[config.mk]
export PLATFORM = sky130hd
export DESIGN_NAME = load_store_unit
export DESIGN_NICKNAME = d
export VERILOG_FILES = /design/src/rtl/load_store_unit.sv
export SDC_FILE = /design/constraint.sdc
export NUM_CORES = 1
export LEC_CHECK = 0
export ABC_AREA = 1
export CORE_ASPECT_RATIO = 0.8
export CORE_MARGIN = 3
export CORE_UTILIZATION = 51
export CTS_BUF_LIST = sky130_fd_sc_hd__clkbuf_4 sky130_fd_sc_hd__clkbuf_8
export CTS_CLUSTER_SIZE = 14
export DETAILED_ROUTE_END_ITERATION = 10
export HOLD_SLACK_MARGIN = 0.03
export PLACE_DENSITY = 0.85
export SETUP_SLACK_MARGIN = 0.3
export SKIP_CTS_REPAIR_TIMING = 1
export SYNTH_ARGS = -nofsm -noshare
export SYNTH_HDL_FRONTEND = slang
export SYNTH_SLANG_ARGS = --single-unit
[constraint.sdc]
create_clock -name i_clk -period 2.8 [get_ports i_clk]
set_clock_uncertainty 0.15 [all_clocks]
set_input_delay 0.28 -clock i_clk [delete_from_list [all_inputs] [get_ports i_clk]]
set_output_delay 0.28 -clock i_clk [all_outputs]
set_load 0.01 [all_outputs]
[src/rtl/load_store_unit.sv]
// load_store_unit: memory-access stage; RISC-V sub-word load extension and SB/SH read-modify-write
// over a single-outstanding valid/ready request port.
module load_store_unit #(
    parameter int READ_WAIT = 2
) (
    input  logic        i_clk,
    input  logic        i_rst_n,
    input  logic        i_req_valid,
    output logic        o_req_ready,
    input  logic        i_req_we,
    input  logic [2:0]  i_req_funct3,
    input  logic [31:0] i_req_addr,
    input  logic [31:0] i_req_wdata,
    output logic        o_resp_valid,
    output logic [31:0] o_resp_rdata,
    output logic        o_resp_error,
    output logic [31:0] o_r_mem_addr,
    input  logic [31:0] i_r_mem_data,
    output logic [31:0] o_w_mem_addr,
    output logic [31:0] o_w_mem_data,
    output logic        o_w_mem_en
);
    localparam int CW = READ_WAIT > 1 ? $clog2(READ_WAIT) : 1;
    typedef enum logic [1:0] {IDLE, READ, WRITE, RESP} state_t;
    state_t        state_q, state_d;
    logic [CW-1:0] cnt_q, cnt_d;
    logic          we_q, we_d, err_q, err_d;
    logic [2:0]    f3_q, f3_d;
    logic [31:0]   addr_q, addr_d, data_q, data_d;
    logic [31:0]   ext, merge;
    logic          accept, legal, bad;
    assign o_req_ready = state_q == IDLE;
    assign accept      = i_req_valid && o_req_ready;
    assign legal       = i_req_we ? i_req_funct3 <= 3'd2 : (i_req_funct3 != 3'd3 && i_req_funct3 <= 3'd5);
    // Address 0 doubles as the "no read" code, so only SW may target it.
    assign bad         = !legal || (i_req_addr == '0 && !(i_req_we && i_req_funct3 == 3'd2));
    assign ext   = f3_q[1] ? i_r_mem_data :
                   f3_q[0] ? {{16{~f3_q[2] & i_r_mem_data[31]}}, i_r_mem_data[31:16]} :
                             {{24{~f3_q[2] & i_r_mem_data[31]}}, i_r_mem_data[31:24]};
    // data_q holds store data until the read phase replaces it with the merged word.
    assign merge = f3_q[0] ? {data_q[15:0], i_r_mem_data[15:0]} : {data_q[7:0], i_r_mem_data[23:0]};
    always_comb begin
        state_d = state_q;
        cnt_d   = cnt_q;
        we_d    = we_q;
        f3_d    = f3_q;
        addr_d  = addr_q;
        data_d  = data_q;
        err_d   = err_q;
        case (state_q)
            IDLE: if (accept) begin
                we_d    = i_req_we;
                f3_d    = i_req_funct3;
                addr_d  = i_req_addr;
                data_d  = i_req_wdata;
                err_d   = bad;
                cnt_d   = '0;
                state_d = bad ? RESP : (i_req_we && i_req_funct3 == 3'd2) ? WRITE : READ;
            end
            READ: if (cnt_q == CW'(READ_WAIT - 1)) begin
                data_d  = we_q ? merge : ext;
                cnt_d   = '0;
                state_d = we_q ? WRITE : RESP;
            end else begin
                cnt_d = cnt_q + 1'b1;
            end
            WRITE:   state_d = RESP;
            default: state_d = IDLE;
        endcase
    end
    always_ff @(posedge i_clk) begin
        if (!i_rst_n) begin
            state_q      <= IDLE;
            cnt_q        <= '0;
            we_q         <= 1'b0;
            f3_q         <= '0;
            addr_q       <= '0;
            data_q       <= '0;
            err_q        <= 1'b0;
            o_resp_valid <= 1'b0;
            o_resp_error <= 1'b0;
            o_resp_rdata <= '0;
            o_w_mem_en   <= 1'b0;
            o_w_mem_addr <= '0;
            o_w_mem_data <= '0;
            o_r_mem_addr <= '0;
        end else begin
            state_q      <= state_d;
            cnt_q        <= cnt_d;
            we_q         <= we_d;
            f3_q         <= f3_d;
            addr_q       <= addr_d;
            data_q       <= data_d;
            err_q        <= err_d;
            o_resp_valid <= state_d == RESP;
            o_resp_error <= state_d == RESP && err_d;
            o_resp_rdata <= (state_d == RESP && !err_d && !we_d) ? data_d : '0;
            o_w_mem_en   <= state_d == WRITE;
            o_w_mem_addr <= state_d == WRITE ? addr_d : '0;
            o_w_mem_data <= state_d == WRITE ? data_d : '0;
            o_r_mem_addr <= state_d == READ ? addr_d : '0;
        end
    end
endmodule

**After elaboration in Yosys (flattened, before gate mapping)**

Cells that the tools add are included.

- Multiplexer cells: 23
- Bitwise operators: 2
- Add/subtract/negate cells: 1
- $lt $le $gt $ge: 2
- Reduce and logical (&&, ||, !) cells: 20
- $mul: 0
- Div/mod/pow operators: 0
- Shift-type cells: 0
- Eq/ne operators: 8

Operators by type and width:

| operator | number |
|---|---|
| 32-bit 2-to-1 mux | 7 |
| 32-bit one-hot mux with 2 select lines | 1 |
| 32-bit logical NOT | 1 |
| 16-bit 2-to-1 mux | 1 |
| 2-bit AND reduction | 5 |
| 1-bit 2-to-1 mux | 8 |
| 2-bit 2-to-1 mux | 4 |
| 1-bit logical AND | 7 |
| 2-bit equality test, second input constant | 3 |
| 2-bit one-hot mux with 3 select lines | 1 |
| 2-bit by 1-bit equality test with 1-bit output, second input constant | 2 |
| 1-bit logical NOT | 4 |
| 3-bit by 2-bit equality test with 1-bit output, second input constant | 1 |
| 3-bit by 2-bit <= comparator with 1-bit output, second input constant | 1 |
| 3-bit <= comparator, second input constant | 1 |
| 3-bit by 2-bit != test with 1-bit output, second input constant | 1 |
| 2-bit logical NOT | 1 |
| 2-bit by 1-bit != test with 1-bit output, second input constant | 1 |
| 1-bit one-hot mux with 2 select lines | 1 |
| 2-bit nonzero test | 1 |
| 1-bit adder, second input constant | 1 |
| 1-bit bitwise AND | 1 |
| 1-bit logical OR | 1 |
| 1-bit inverter | 1 |

- RAM bits: 0
- Latch bits: 0
- Input port bits: 103
- Logic and storage cells: 70
- Output and inout port bits: 132
- Register bits after elaboration: 203
- Bits in read-only memories: 0
- Memories kept: 0

**Longest topological paths before layout**

- Depth in word-level cells: 12
- Mapped depth: 11

**Worst setup path before layout**

OpenSTA, ideal clock, no wires.

- Kind: register -> register
- From: reg state_q[1]
- To: reg o_w_mem_data[15]
- Data arrival time: 1397 ps
- Stages on the path, launching flop included: 11
- Buffers on the path: 3
- Setup slack: 1125 ps
- Clock period less this slack: 1675 ps
- Required time: 2521 ps
- Cell sequence: dfxtp_1 > buf_4 > inv_4 > nand2_4 > nor2_4 > nor3_2 > nand2_1 > nand3b_1 > buf_4 > buf_2 > nor2_1

- Cells in the longest elaborated chain, start to end: 6
- Elaborated cells between the ends (all ways): 11

RTL lines:

| element | RTL line | text |
|---|---|---|
| start: declaration | 25 | `state_t state_q, state_d;` |
| start signal: assignment | 88 | `state_q <= state_d;` |
| 2-bit logical NOT | 32, 50 |  |
| 1-bit logical AND | 33 | `assign accept = i_req_valid && o_req_ready;` |
| 2-bit 2-to-1 mux | 51 | `IDLE: if (accept) begin` |
| 2-bit one-hot mux with 3 select lines | 50 | `case (state_q)` |
| 2-bit equality test | 100 | `o_w_mem_data <= state_d == WRITE ? data_d : '0;` |
| 2-bit AND reduction (no line) | - |  |
| end signal: assignment | 100 |  |
| end: declaration | 20 | `output logic [31:0] o_w_mem_data,` |

Several ways; a longest one is shown, not always the timed one.
A chain may end at the register's enable or synchronous reset.

**Final worst setup path**

- From: reg state_q[1]
- To: reg data_q[4]

- Cells in the longest elaborated chain, start to end: 4
- Elaborated cells between the ends (all ways): 5

RTL lines:

| element | RTL line | text |
|---|---|---|
| 2-bit logical NOT | 32, 50 |  |
| 1-bit logical AND | 33 |  |
| 32-bit 2-to-1 mux | 51 |  |
| 32-bit one-hot mux with 2 select lines (*) | 50 |  |
| end signal: assignment | 93 | `data_q <= data_d;` |
| end: declaration | 29 | `logic [31:0] addr_q, addr_d, data_q, data_d;` |

Mark *: on every way between the ends. The rest lies on a longest branch, timed or not.

==> out/metrics.cfg <==
[die]
floorplan.die_area_sq_um=15800
core-area_sq_um=13800
die_y_um=113
io_pins=235
starting_density_of_the_core_pct=53.0
placementRows=38
die_width_um=140

[sta]
final_period_minus_worst_setup_slack_ns=2.31
pin_slew_with_the_least_headroom_to_its_limit_ns=0.570
setup_viol=0
timing.max_slew.rel_slack_pct=62.0
grt_setup_unrepaired=false
worst_slack_ns=0.491
finalCritPeriodShare_pct=82.5
fmax_mhz=433
timing.final.max_slew_violations=0
finalHoldViolCount=0
fin_setup_tns_ns=0

[synth]
synth_top_family_by_area=simple AND/OR/NAND/NOR gates
synth-main-ff-cell=dfxtp_1
mappedNetlistNets=981
synth_compound_area_share_pct=10.9
synth_top_cell_by_area=dfxtp_1
yosys.cell_types.count=36
synth_seq_area_share_pct=55.6
synth_xor_area_share_pct=0
syn-mean-instance-area_sq_um=8.32
biggest_area_contributors_in_the_synthesized_netlist=dfxtp_1 56%, nor2_1 10%, nand2_1 5.5%
synth_simple_gate_area_share_pct=22.5
ys.warnings.count=0
synth_edf_count=0
mappedNetlistArea_sq_um=7300
synth-adder-area-share_pct=0
synth.ff_latch_count=203
share_of_flip_flops_with_an_asynchronous_set_or_reset_after_synthesis_pct=0
fraction_of_synthesized_cell_area_taken_by_the_top_area_cell_type_pct=55.6
synth_cells=878
muxShareOfSynthArea_pct=4.39

[worst_setup_path]
worst_setup_path_category=reg -> reg
delay_of_the_slowest_cell_on_the_worst_path_ns=0.48
timing.critical_path.cells=inv_4 > nand2_4 > nor2_4 > buf_6 > o21ai_0 > o21ai_0 > a21oi_1 > or2_1 > inv_1
crit_family=simple AND/OR/NAND/NOR gates
worst_path_max_delay_cell=dfxtp_1
cp.buffers_inverters=3
cp_max_fanout=21
crit_required_ns=3.16
startpoint_type=flip-flop
cp_data_arrival_time_ns=2.66
crit_path_frequent_cell=o21ai_0
critical_path_endpoint_category=flip-flop

[power_and_ir_drop]
total_power_per_unit_cell_area_nw_per_um2=715
vdd.ir_drop.worst_v=0.000715
power.share.combinational_pct=20.1
seq_power_share_pct=42.3
leakage_nw=4.48
share_clk_of_total_power_pct=37.6
finalPower_mw=7.55
switching_share_pct=28.8
p_sw_mw=2.17
internal_power_mw=5.38

[drt]
drt_iter0_markers=702
routedWlPerCell_um=17.5
post_drt_via_cell_ratio=5.25
total_number_of_vias=6940
ant_nets=0
post_detailed_routing_wire_length_um=23200
drc_errors=0
detailedRoute.firstPassIterationCount=10

[global_routing]
grt_start_max_net_pins=37
grt-ovfl-total=0
via_count_of_the_first_global_routing_pass=6902
antenna_found_initial=0
grt_pass1_wl_um=36300
groute.usage.overall_pct=28.5

[clocking]
cts.sink_count=203
clk_pin_slew_worst_paths_ns=0.06
cts-htree-levels=1
insertion_delay_ns=0.56
root_buffer=clkbuf_8
tritoncts=yes
cts-buffers-inserted=31
cts.path.max_buffers=3

[finish]
final.fill_count=980
fraction_of_layout_cells_with_a_size_suffix_above_1_pct=9.46
syn_to_final_growth_pct=44.5
most-common-layout-cells=234 x clkdlybuf4s50_1, 203 x dfxtp_1, 194 x nor2_1
layout_utilization_pct=76.5
nets=1220
commonest_non_fill_non_tap_cell_in_the_layout=clkdlybuf4s50_1
antennaDiodeCount=0

[place]
gp_congestion=0.885
numPortBuffers=234
dp_slack_ns=0.452
place.detailed.hpwl_um=16200

[flow_run]
max_capacitance_violation_total=0

[worst_hold_path]
worstHoldPathType=in -> reg

[outcome]
status=finished, final reports clean

==> final timing paths <==
| check | cells after the start | start | endpoint | slack, ns |
|---|---|---|---|---|
| worst min-delay path | 3 | i_req_wdata[6] | data_q[6] | 0.25 |
| worst min register to register | 2 | addr_q[31] | addr_q[31] | 0.37 |
| worst max-delay path | 9 | state_q[1] | data_q[4] | 0.49 |
| worst max register to register | 9 | state_q[1] | data_q[4] | 0.49 |
==> synth_stat cells (5+ instances only) <==
master,n
inv_1,54
a22oi_1,8
clkbuf_1,15
dfxtp_1,203
nor2_1,194
buf_2,25
mux2i_1,32
nand4_1,6
or2_2,8
a21oi_1,48
o21ai_0,71
nor3_1,31
inv_2,5
buf_4,6
nand3_1,21
or2_1,9
nand2_1,107
==> routing by layer <==
layer / up-vias / track usage (%) / share of wire, %
li1: 3311 / - / -
met1: 3172 / 36.0 / 40
met2: 402 / 46.8 / 45
met3: 55 / 10.2 / 12
met4: 0 / 7.49 / 2.5
met5: - / 0 / 0
==> final cells by class <==
class                           instances  area (sq um)  area share [%]
Clock buffer                           46           602            5.70
Sequential cell                       203          4060            38.5
Tap cell                              180           225            2.13
Timing Repair Buffer                  255          2530            24.0
Multi-Input combinational cell        566          2760            26.1
Clock inverter                         12           146            1.39
Inverter                               60           228            2.16
==> metrics by stage <==
stage / hold WS [ns] / cell area, sq um / cells
global route: 0.237 / 10600 / 1322
detailed placement: 0.352 / 9800 / 1264
global placement: 0.350 / 9800 / 1264
finish: 0.252 / 10600 / 1322
floorplan: 0.258 / 7300 / 878
CTS: 0.236 / 10500 / 1322
==> sequential cells by signal (all words and copies together), names as in the netlist, 2 cells and up <==
signal,flops
o_w_mem_addr,32
state_q,2
o_r_mem_addr,32
f3_q,3
o_w_mem_data,32
data_q,32
o_resp_rdata,32
addr_q,32
==> cells by family (layout without fill, tap and decap cells) <==
| logic type | Yosys count | in the layout |
|---|---|---|
| multiplexers | 32 | 32 |
| buffers and inverters | 109 | 373 |
| AND/OR/NAND/NOR | 388 | 388 |
| flip-flops | 203 | 203 |
| AO/OA/AOI/OAI | 146 | 146 |
==> tightest hold or removal path, cell delays in order <==
cell,delay [ns]
clkdlybuf4s50_1,0.46
a211oi_1,0.10
nor2_1,0.09
==> power groups by stage <==
stage	sequential (mW)	combinational [mW]	clock [mW]
floorplan	3.27	0.834	0
global placement	3.24	1.46	0
detailed placement	3.25	1.48	0
CTS	3.19	1.50	2.87
global route	3.21	1.65	3.01
finish	3.19	1.52	2.84
(Power assumes the default switching activity.)
